`config.mk`:
```
export PLATFORM = sky130hd
export DESIGN_NAME = pulse_stim_gen_flat
export DESIGN_NICKNAME = d
export VERILOG_FILES = /design/src/rtl/pulse_stim_gen_if.sv /design/src/rtl/pulse_stim_gen.sv /design/src/flat_wrapper.sv
export SDC_FILE = /design/constraint.sdc
export NUM_CORES = 1
export LEC_CHECK = 0
export BUFFER_PORTS_ARGS = -buffer_cell sky130_fd_sc_hd__buf_2
export CORE_MARGIN = 1.5
export CORE_UTILIZATION = 40
export CTS_BUF_LIST = sky130_fd_sc_hd__clkbuf_8
export CTS_CLUSTER_DIAMETER = 80
export DETAILED_ROUTE_END_ITERATION = 6
export PLACE_DENSITY = 0.61
export SLEW_MARGIN = 25
export SYNTH_ARGS = -nofsm -noshare
export SYNTH_HDL_FRONTEND = slang
export SYNTH_SLANG_ARGS = --single-unit
```
`constraint.sdc`:
```
create_clock -name clk -period 4.08 [get_ports clk]
set_input_delay 0 -clock clk [delete_from_list [all_inputs] [get_ports clk]]
set_output_delay 0 -clock clk [all_outputs]
set_load 0.01 [all_outputs]
```
`src/rtl/pulse_stim_gen_if.sv`:
```
// Sample-stream interface of the detector-pulse emulator: pulse request and
// configuration in, emulated samples and status strobes out.
interface pulse_stim_gen_if #(
  parameter int DATA_W = 16
);
  logic              start;
  logic [DATA_W-1:0] amplitude;
  logic [15:0]       period;
  logic [DATA_W-1:0] output_data;
  logic              busy;
  logic              pileup_err;

  modport master (
    output start, amplitude, period,
    input  output_data, busy, pileup_err
  );

  modport slave (
    input  start, amplitude, period,
    output output_data, busy, pileup_err
  );
endinterface

```
`src/rtl/pulse_stim_gen.sv`:
```
// Detector-pulse emulator: linear rise, exponential decay, constant baseline.
// Optional feature macro: NOISE_EN adds LFSR noise (-4..+3) to every sample.
module pulse_stim_gen #(
  parameter int DATA_W      = 16,
  parameter int BASELINE    = 0,
  parameter int RISE_SHIFT  = 0,
  parameter int DECAY_SHIFT = 4
) (
  input  logic                 clk,
  input  logic                 reset,
  pulse_stim_gen_if.slave      bus
);

  localparam int                CNT_W     = (RISE_SHIFT > 0) ? RISE_SHIFT : 1;
  localparam logic [CNT_W-1:0]  RISE_LAST = CNT_W'((1 << RISE_SHIFT) - 1);
  localparam logic [DATA_W-1:0] DECAY_MIN = DATA_W'(1 << DECAY_SHIFT);
  localparam logic [DATA_W-1:0] MAX_VAL   = '1;
  localparam logic [DATA_W:0]   BASE_EXT  = (DATA_W+1)'(BASELINE);

  typedef enum logic [1:0] {
    IDLE,
    RISE,
    DECAY
  } state_e;

  state_e            state_q, state_d;
  logic [DATA_W-1:0] acc_q, acc_d;
  logic [DATA_W-1:0] step_q, step_d;
  logic [CNT_W-1:0]  rise_cnt_q, rise_cnt_d;
  logic [15:0]       per_cnt_q, per_cnt_d;
  logic              running_q, running_d;
  logic [DATA_W-1:0] output_q, out_d;
  logic              busy_q;
  logic              pileup_q, pileup_d;

  logic              auto_trig;
  logic              trig;
  logic              accepted;
  logic [DATA_W:0]   rise_sum;
  logic [DATA_W-1:0] rise_val;
  logic [DATA_W:0]   base_sum;

  assign auto_trig = (bus.period != 16'd0) && running_q
                     && (per_cnt_q == bus.period - 16'd1);
  assign trig      = bus.start | auto_trig;
  // A trigger arriving during the rise is dropped, so it must not restart the repeat timer.
  assign accepted  = trig && (state_q != RISE);

  assign rise_sum  = {1'b0, acc_q} + {1'b0, step_q};
  assign rise_val  = rise_sum[DATA_W] ? MAX_VAL : rise_sum[DATA_W-1:0];

  always_comb begin
    // NOTE: every next-state signal takes its hold value first so no path leaves it unassigned (no latch).
    state_d    = state_q;
    acc_d      = acc_q;
    step_d     = step_q;
    rise_cnt_d = rise_cnt_q;
    pileup_d   = 1'b0;

    unique case (state_q)
      IDLE: begin
        if (trig) begin
          step_d     = bus.amplitude >> RISE_SHIFT;
          rise_cnt_d = '0;
          state_d    = RISE;
        end
      end
      RISE: begin
        acc_d      = rise_val;
        rise_cnt_d = rise_cnt_q + CNT_W'(1);
        pileup_d   = trig;
        // A zero-amplitude pulse has nothing to decay, so it ends with the rise.
        if (rise_cnt_q == RISE_LAST) state_d = (rise_val == '0) ? IDLE : DECAY;
      end
      DECAY: begin
        if (trig) begin
          step_d     = bus.amplitude >> RISE_SHIFT;
          rise_cnt_d = '0;
          state_d    = RISE;
        end else if (acc_q < DECAY_MIN) begin
          // Below this the shifted decrement is zero and the tail would never finish.
          acc_d   = '0;
          state_d = IDLE;
        end else begin
          acc_d = acc_q - (acc_q >> DECAY_SHIFT);
        end
      end
      default: state_d = IDLE;
    endcase
  end

  always_comb begin
    per_cnt_d = accepted ? 16'd0 : per_cnt_q + 16'd1;
    running_d = running_q | accepted;
  end

  assign base_sum = BASE_EXT + {1'b0, acc_d};

`ifdef NOISE_EN
  logic [15:0]              lfsr_q;
  logic signed [DATA_W+1:0] noisy;

  always_ff @(posedge clk) begin
    if (reset) lfsr_q <= 16'hACE1;
    else       lfsr_q <= {lfsr_q[14:0], lfsr_q[15] ^ lfsr_q[13] ^ lfsr_q[12] ^ lfsr_q[10]};
  end

  always_comb begin
    noisy = signed'({1'b0, base_sum}) + signed'({{(DATA_W-1){lfsr_q[2]}}, lfsr_q[2:0]});
    if (noisy < 0)                                  out_d = '0;
    else if (noisy > signed'({2'b00, MAX_VAL}))     out_d = MAX_VAL;
    else                                            out_d = noisy[DATA_W-1:0];
  end
`else
  assign out_d = base_sum[DATA_W] ? MAX_VAL : base_sum[DATA_W-1:0];
`endif

  always_ff @(posedge clk) begin
    // NOTE: state registers use non-blocking assignments so every register samples pre-edge values.
    if (reset) begin
      state_q    <= IDLE;
      acc_q      <= '0;
      step_q     <= '0;
      rise_cnt_q <= '0;
      per_cnt_q  <= '0;
      running_q  <= 1'b0;
      output_q   <= DATA_W'(BASELINE);
      busy_q     <= 1'b0;
      pileup_q   <= 1'b0;
    end else begin
      state_q    <= state_d;
      acc_q      <= acc_d;
      step_q     <= step_d;
      rise_cnt_q <= rise_cnt_d;
      per_cnt_q  <= per_cnt_d;
      running_q  <= running_d;
      output_q   <= out_d;
      busy_q     <= (state_d != IDLE);
      pileup_q   <= pileup_d;
    end
  end

  assign bus.output_data = output_q;
  assign bus.busy        = busy_q;
  assign bus.pileup_err  = pileup_q;

endmodule

```
`src/flat_wrapper.sv`:
```
// flat-port wrapper written by rule: the top's interface ports become plain ports
module pulse_stim_gen_flat 
#(
  parameter int DATA_W      = 16,
  parameter int BASELINE    = 0,
  parameter int RISE_SHIFT  = 0,
  parameter int DECAY_SHIFT = 4
)
  (clk, reset, bus_start, bus_amplitude, bus_period, bus_output_data, bus_busy, bus_pileup_err);
  pulse_stim_gen_if #(.DATA_W(DATA_W)) bus_i ();
  input  logic clk;
  input  logic reset;
  input wire logic [$bits(bus_i.start)-1:0] bus_start;
  input wire logic [$bits(bus_i.amplitude)-1:0] bus_amplitude;
  input wire logic [$bits(bus_i.period)-1:0] bus_period;
  output wire logic [$bits(bus_i.output_data)-1:0] bus_output_data;
  output wire logic [$bits(bus_i.busy)-1:0] bus_busy;
  output wire logic [$bits(bus_i.pileup_err)-1:0] bus_pileup_err;
  assign bus_i.start = bus_start;
  assign bus_i.amplitude = bus_amplitude;
  assign bus_i.period = bus_period;
  assign bus_output_data = bus_i.output_data;
  assign bus_busy = bus_i.busy;
  assign bus_pileup_err = bus_i.pileup_err;
  pulse_stim_gen #(.DATA_W(DATA_W), .BASELINE(BASELINE), .RISE_SHIFT(RISE_SHIFT), .DECAY_SHIFT(DECAY_SHIFT)) u_core (.clk(clk), .reset(reset), .bus(bus_i));
endmodule
```
---- After elaboration in Yosys (flattened, before gate mapping) ----
Index checks and enable logic that the tools add are counted.
cells by class
  add/subtract/negate cells ............... 5
  $mul .................................... 0
  divide/modulo/power cells ............... 0
  $lt $le $gt $ge ......................... 1
  equal/unequal tests ..................... 6
  shift operators ......................... 0
  mux-type cells .......................... 12
  bitwise logic cells ..................... 3
  reductions and logical operators ........ 15
operators with widths
  cell                     count
  $mux W16                 3
  $pmux W16 S2             1
  $add A16 B16 Y17         1
  $add A16 B1 Y16 const B  1
  $eq A16 B16 Y1           1
  $logic_not A16 Y1        1
  $lt A16 B5 Y1 const B    1
  $reduce_bool A16 Y1      1
  $sub A16 B1 Y16 const B  1
  $sub A16 B12 Y16         1
  $mux W2                  5
  $pmux W2 S3              1
  $reduce_and A2 Y1        3
  $reduce_bool A2 Y1       3
  $reduce_or A2 Y1         3
  $ne A2 B1 Y1 const B     2
  $logic_and A1 B1 Y1      3
  $eq A2 B1 Y1 const B     1
  $eq A2 B2 Y1 const B     1
  $logic_not A2 Y1         1
  $ne A2 B2 Y1 const B     1
  $or A1 B1 Y1             2
  $pmux W1 S2              1
  $add A1 B1 Y1 const B    1
  other kinds (2)          2
word-level totals
  register bits after elaboration ......... 54
  bits in latches ......................... 0
  memory bits (writable) .................. 0
  memory bits (read-only) ................. 0
  bits of input ports ..................... 35
  output and inout port bits .............. 18
  logic and storage cells ................. 50
  memories kept ........................... 0

---- Depth between registers and ports, before layout ----
  word-level depth ........................ 7
  depth in mapped cells ................... 12

---- Worst setup path before layout ----
OpenSTA, ideal clock, no wires.
  path kind ............................... register to register
  from .................................... register u_core.acc_q[0]
  to ...................................... register u_core.acc_q[12]
  library setup time ...................... 125 ps
  data arrival time ....................... 2698 ps
  data required time ...................... 3955 ps
  path slack .............................. 1257 ps
  cell stages (with the launch flop) ...... 11
  path buffers ............................ 0
  cell sequence ........................... dfxtp_1 > ha_1 > fa_1 > a21o_1 > a22o_1 > o311ai_0 > o31ai_1 > nor2_1 > nand2_1 > o32ai_1 > nor4_1
between the ends
  longest elaborated chain between the ends .. 4
  elaborated cells on any way between the ends .. 7
  classes of those cells .................. 2 x add/sub; 1 x order compare; 4 x mux
ends and longest elaborated chain
  element                                                   line                                        text
  from (decl)                                               pulse_stim_gen.sv:27                        logic [DATA_W-1:0] acc_q, acc_d;
  from (signal assigned)                                    pulse_stim_gen.sv:122                       acc_q <= '0;
  from (signal assigned)                                    pulse_stim_gen.sv:132                       acc_q <= acc_d;
  $sub A16 B12 Y16 / $lt A16 B5 Y1 (equally long branches)  pulse_stim_gen.sv:85, pulse_stim_gen.sv:80
  $mux W16                                                  pulse_stim_gen.sv:80                        end else if (acc_q < DECAY_MIN) begin
  $mux W16                                                  pulse_stim_gen.sv:76                        if (trig) begin
  $pmux W16 S2 (*)                                          pulse_stim_gen.sv:60                        unique case (state_q)
Every way passes the cells marked *; elsewhere a longest branch is shown, timed or not. The select of a mux whose other input is x is not followed.
A chain may end at the register's enable or synchronous reset.

---- Worst setup path in the final report ----
Ends and elaborated chain as after synthesis.

==> results.py <==
metrics = {
    "worst_setup_path": {
        "critPathRequiredTime_ns": 4.30,
        "cp_slowest_stage_delay_ns": 0.63,
        "cp-start-kind": "register",
        "path_cells": "ha_1 -> fa_1 -> a21o_1 -> a22o_1 -> o311ai_0 -> o31ai_1 -> nor2_1 -> nand2_1 -> o32ai_1 -> nor4_1",
        "cpMaxStageDelayCell": "o311ai_0",
        "worst-setup-path-type": "reg2reg",
        "worst_setup_path_end_kind": "register",
        "arrival_ns": 3.40,
        "r2r_slack_ns": 0.90,
        "worst-path-max-fanout": 8,
    },
    "yosys": {
        "synth.distinct_cells": 64,
        "syn_inst": 568,
        "synthTopCellsByArea": "dfxtp_1 24%, ha_1 8.4%, nand2_1 5.4%",
        "synth_top_area_share_pct": 24.3,
        "syn_area_um2": 4450,
        "yosysMostFrequentCell": "nand2_1",
        "ys_seq_elements": 54,
        "ys.flop_type": "dfxtp_1",
        "ys_seq_area_share_pct": 24.3,
        "yosysWarnings": 0,
        "async_flop_share_pct": 0,
        "synth_top_cell_by_area": "dfxtp_1",
        "synth_edf_count": 0,
        "synth_common_cells": "64 x nand2_1, 60 x nor2_1, 54 x dfxtp_1",
        "syn-num-nets": 635,
        "avgSynthCellArea_um2": 7.83,
    },
    "cts": {
        "cts-root-buf": "clkbuf_8",
        "clk_path_buf_depth": 2,
        "cts.clk_slew.worst_paths_ns": 0.10,
        "cts.repair.resized": 0,
        "cts_tree": "done",
        "cts_buffers": 5,
        "clk_latency_ns": 0.33,
        "cts_sinks": 54,
        "htree_levels": 2,
    },
    "floorplan": {
        "io_pins": 53,
        "die_area_um2": 11800,
        "die_x_um": 108,
        "start_util_pct": 41.0,
        "core_area_um2": 10800,
        "core.rowCount": 38,
        "die_h_um": 108,
    },
    "global_routing": {
        "antenna_found_initial": 0,
        "grt_max_degree": 42,
        "gr-total-overflow": 0,
        "grt_pass1_wl_mm": 17.7,
        "grt_pass1_vias": 3784,
        "track_usage_pct": 19.1,
    },
    "placed_design": {
        "dp.final_hpwl_mm": 8.60,
        "dpl.cell_count": 742,
        "port_buffers": 52,
        "gp_congestion": 0.818,
    },
    "sta": {
        "fin_crit_sh_pct": 77.9,
        "hold_ws_ns": 0.0293,
        "fin_crit_ns": 3.18,
        "hold_viol": 0,
        "rsz0062_at_grt": "no",
        "fmax_ghz": 0.315,
        "fin_setup_tns_ns": 0,
        "fin_skew_ns": 0.00618,
        "tightest_slew_ns": 0.839,
        "final_max_slew_viol_count": 0,
        "finalSetupViolations": 0,
        "relSlewSlack_pct": 43.6,
    },
    "routing": {
        "drcViolationCount": 0,
        "dr.first_iter.drc_count": 272,
        "wl_per_cell_um": 14.7,
        "drt_first_pass_iters": 5,
        "totalWireLength_mm": 11.2,
        "antenna_left": 0,
        "vias": 4220,
        "vias_per_cell": 5.51,
    },
    "final_layout": {
        "drive_above_1_share_pct": 11.8,
        "finalNetCount": 692,
        "num_antenna_cells": 0,
        "stdcell_count": 766,
        "syn_to_final_growth_pct": 12.3,
        "fillCellCount": 1093,
    },
    "pwr": {
        "p_leak_uw": 0.00207,
        "ir_drop_uv": 200,
        "powerDensity_nw_per_um2": 306,
        "power.total_uw": 1530,
    },
    "job": {
        "drv_cap": 0,
    },
    "worst_hold_path": {
        "hold_path_class": "in2reg",
    },
    "status": {
        "status": "completed",
    },
}
-- final cells by class --
cell class / instances / area (µm²) / share of cell area, %
Multi-Input combinational cell: 465 / 3100 / 62.0
Sequential cell: 54 / 1080 / 21.6
Timing Repair Buffer: 71 / 443 / 8.87
Tap cell: 140 / 175 / 3.51
Inverter: 28 / 105 / 2.10
Clock buffer: 6 / 82.6 / 1.65
Clock inverter: 2 / 8.76 / 0.175
-- cell families after synthesis --
kind of cell             synth area share [%]
multiplexers                             5.21
adder cells (fa/ha/maj)                  9.34
AND/OR/NAND/NOR                          24.8
XOR/XNOR                                 10.0
flip-flops                               24.3
AO/OA/AOI/OAI                            20.3
buffers and inverters                    5.99
-- worst max-delay path, delay by kind of cell (launching register included) --
kind,cells,cell delay (ns)
AO/OA/AOI/OAI,5,1.65
AND/OR/NAND/NOR,3,0.43
flip-flops,1,0.35
adder cells (fa/ha/maj),2,0.63
-- path summary, 6_finish.rpt --
| kind | cells after the start | start | end |
|---|---|---|---|
| hold / removal | 2 | reset | u_core.acc_q[10] |
| hold reg to reg | 2 | u_core.step_q[11] | u_core.step_q[11] |
| setup / recovery | 10 | u_core.acc_q[0] | u_core.acc_q[12] |
| setup reg to reg | 10 | u_core.acc_q[0] | u_core.acc_q[12] |
-- placed cells by master, fill, tap and decap left out, types with 8 or more instances in the layout --
cell type,Yosys,layout
dlygate4sd3_1,1,16
o21ai_0,27,27
buf_2,6,52
dfxtp_1,54,54
xnor2_1,26,26
xor2_1,25,25
mux2i_1,22,22
a21oi_1,37,37
o31ai_1,8,8
inv_1,28,28
ha_1,30,30
a21o_1,8,8
a311oi_1,8,8
nor4_1,13,13
nor3_1,12,12
nand3_1,22,22
nor2_1,60,60
nand2_1,64,64
-- registers in the layout, indices dropped and copies added, names as in the netlist --
register,cells
u_core.acc_q,16
u_core.per_cnt_q,16
u_core.step_q,16
u_core.state_q,2
u_core.bus.busy,1
u_core.bus.pileup_err,1
u_core.rise_cnt_q,1
u_core.running_q,1
-- per-layer routing --
metal	GRT usage (%)	wire [µm]	up-vias
met1	23.8	5140	1955
li1	-	-	2158
met3	3.19	468	12
met4	7.14	186	0
met5	0	0	-
met2	32.9	5450	95
-- where the power goes --
part | total [µW] | leakage (µW) | internal [µW] | switching [µW]
Combinational | 596 | 0.00157 | 262 | 334
Clock | 324 | 0.0000524 | 135 | 189
Sequential | 606 | 0.000442 | 560 | 46.1
-- per-stage QoR --
step / area (µm²) / util, % / worst slack, ns
3_3_place_gp: 4740 / 43.8 / 1.05
2_1_floorplan: 4450 / - / 1.26
4_1_cts: 4990 / 46.1 / 0.932
6_report: 4990 / 46.1 / 0.901
3_5_place_dp: 4740 / 43.8 / 0.955
5_1_grt: 4990 / 46.1 / 0.632
-- what timing repair did --
action                                 in CTS  in global routing
buffers inserted                            0                  0
endpoints found under the hold margin      16                  0
hold buffers                               16                  0
No activity file was read; power rests on OpenSTA's default activity.
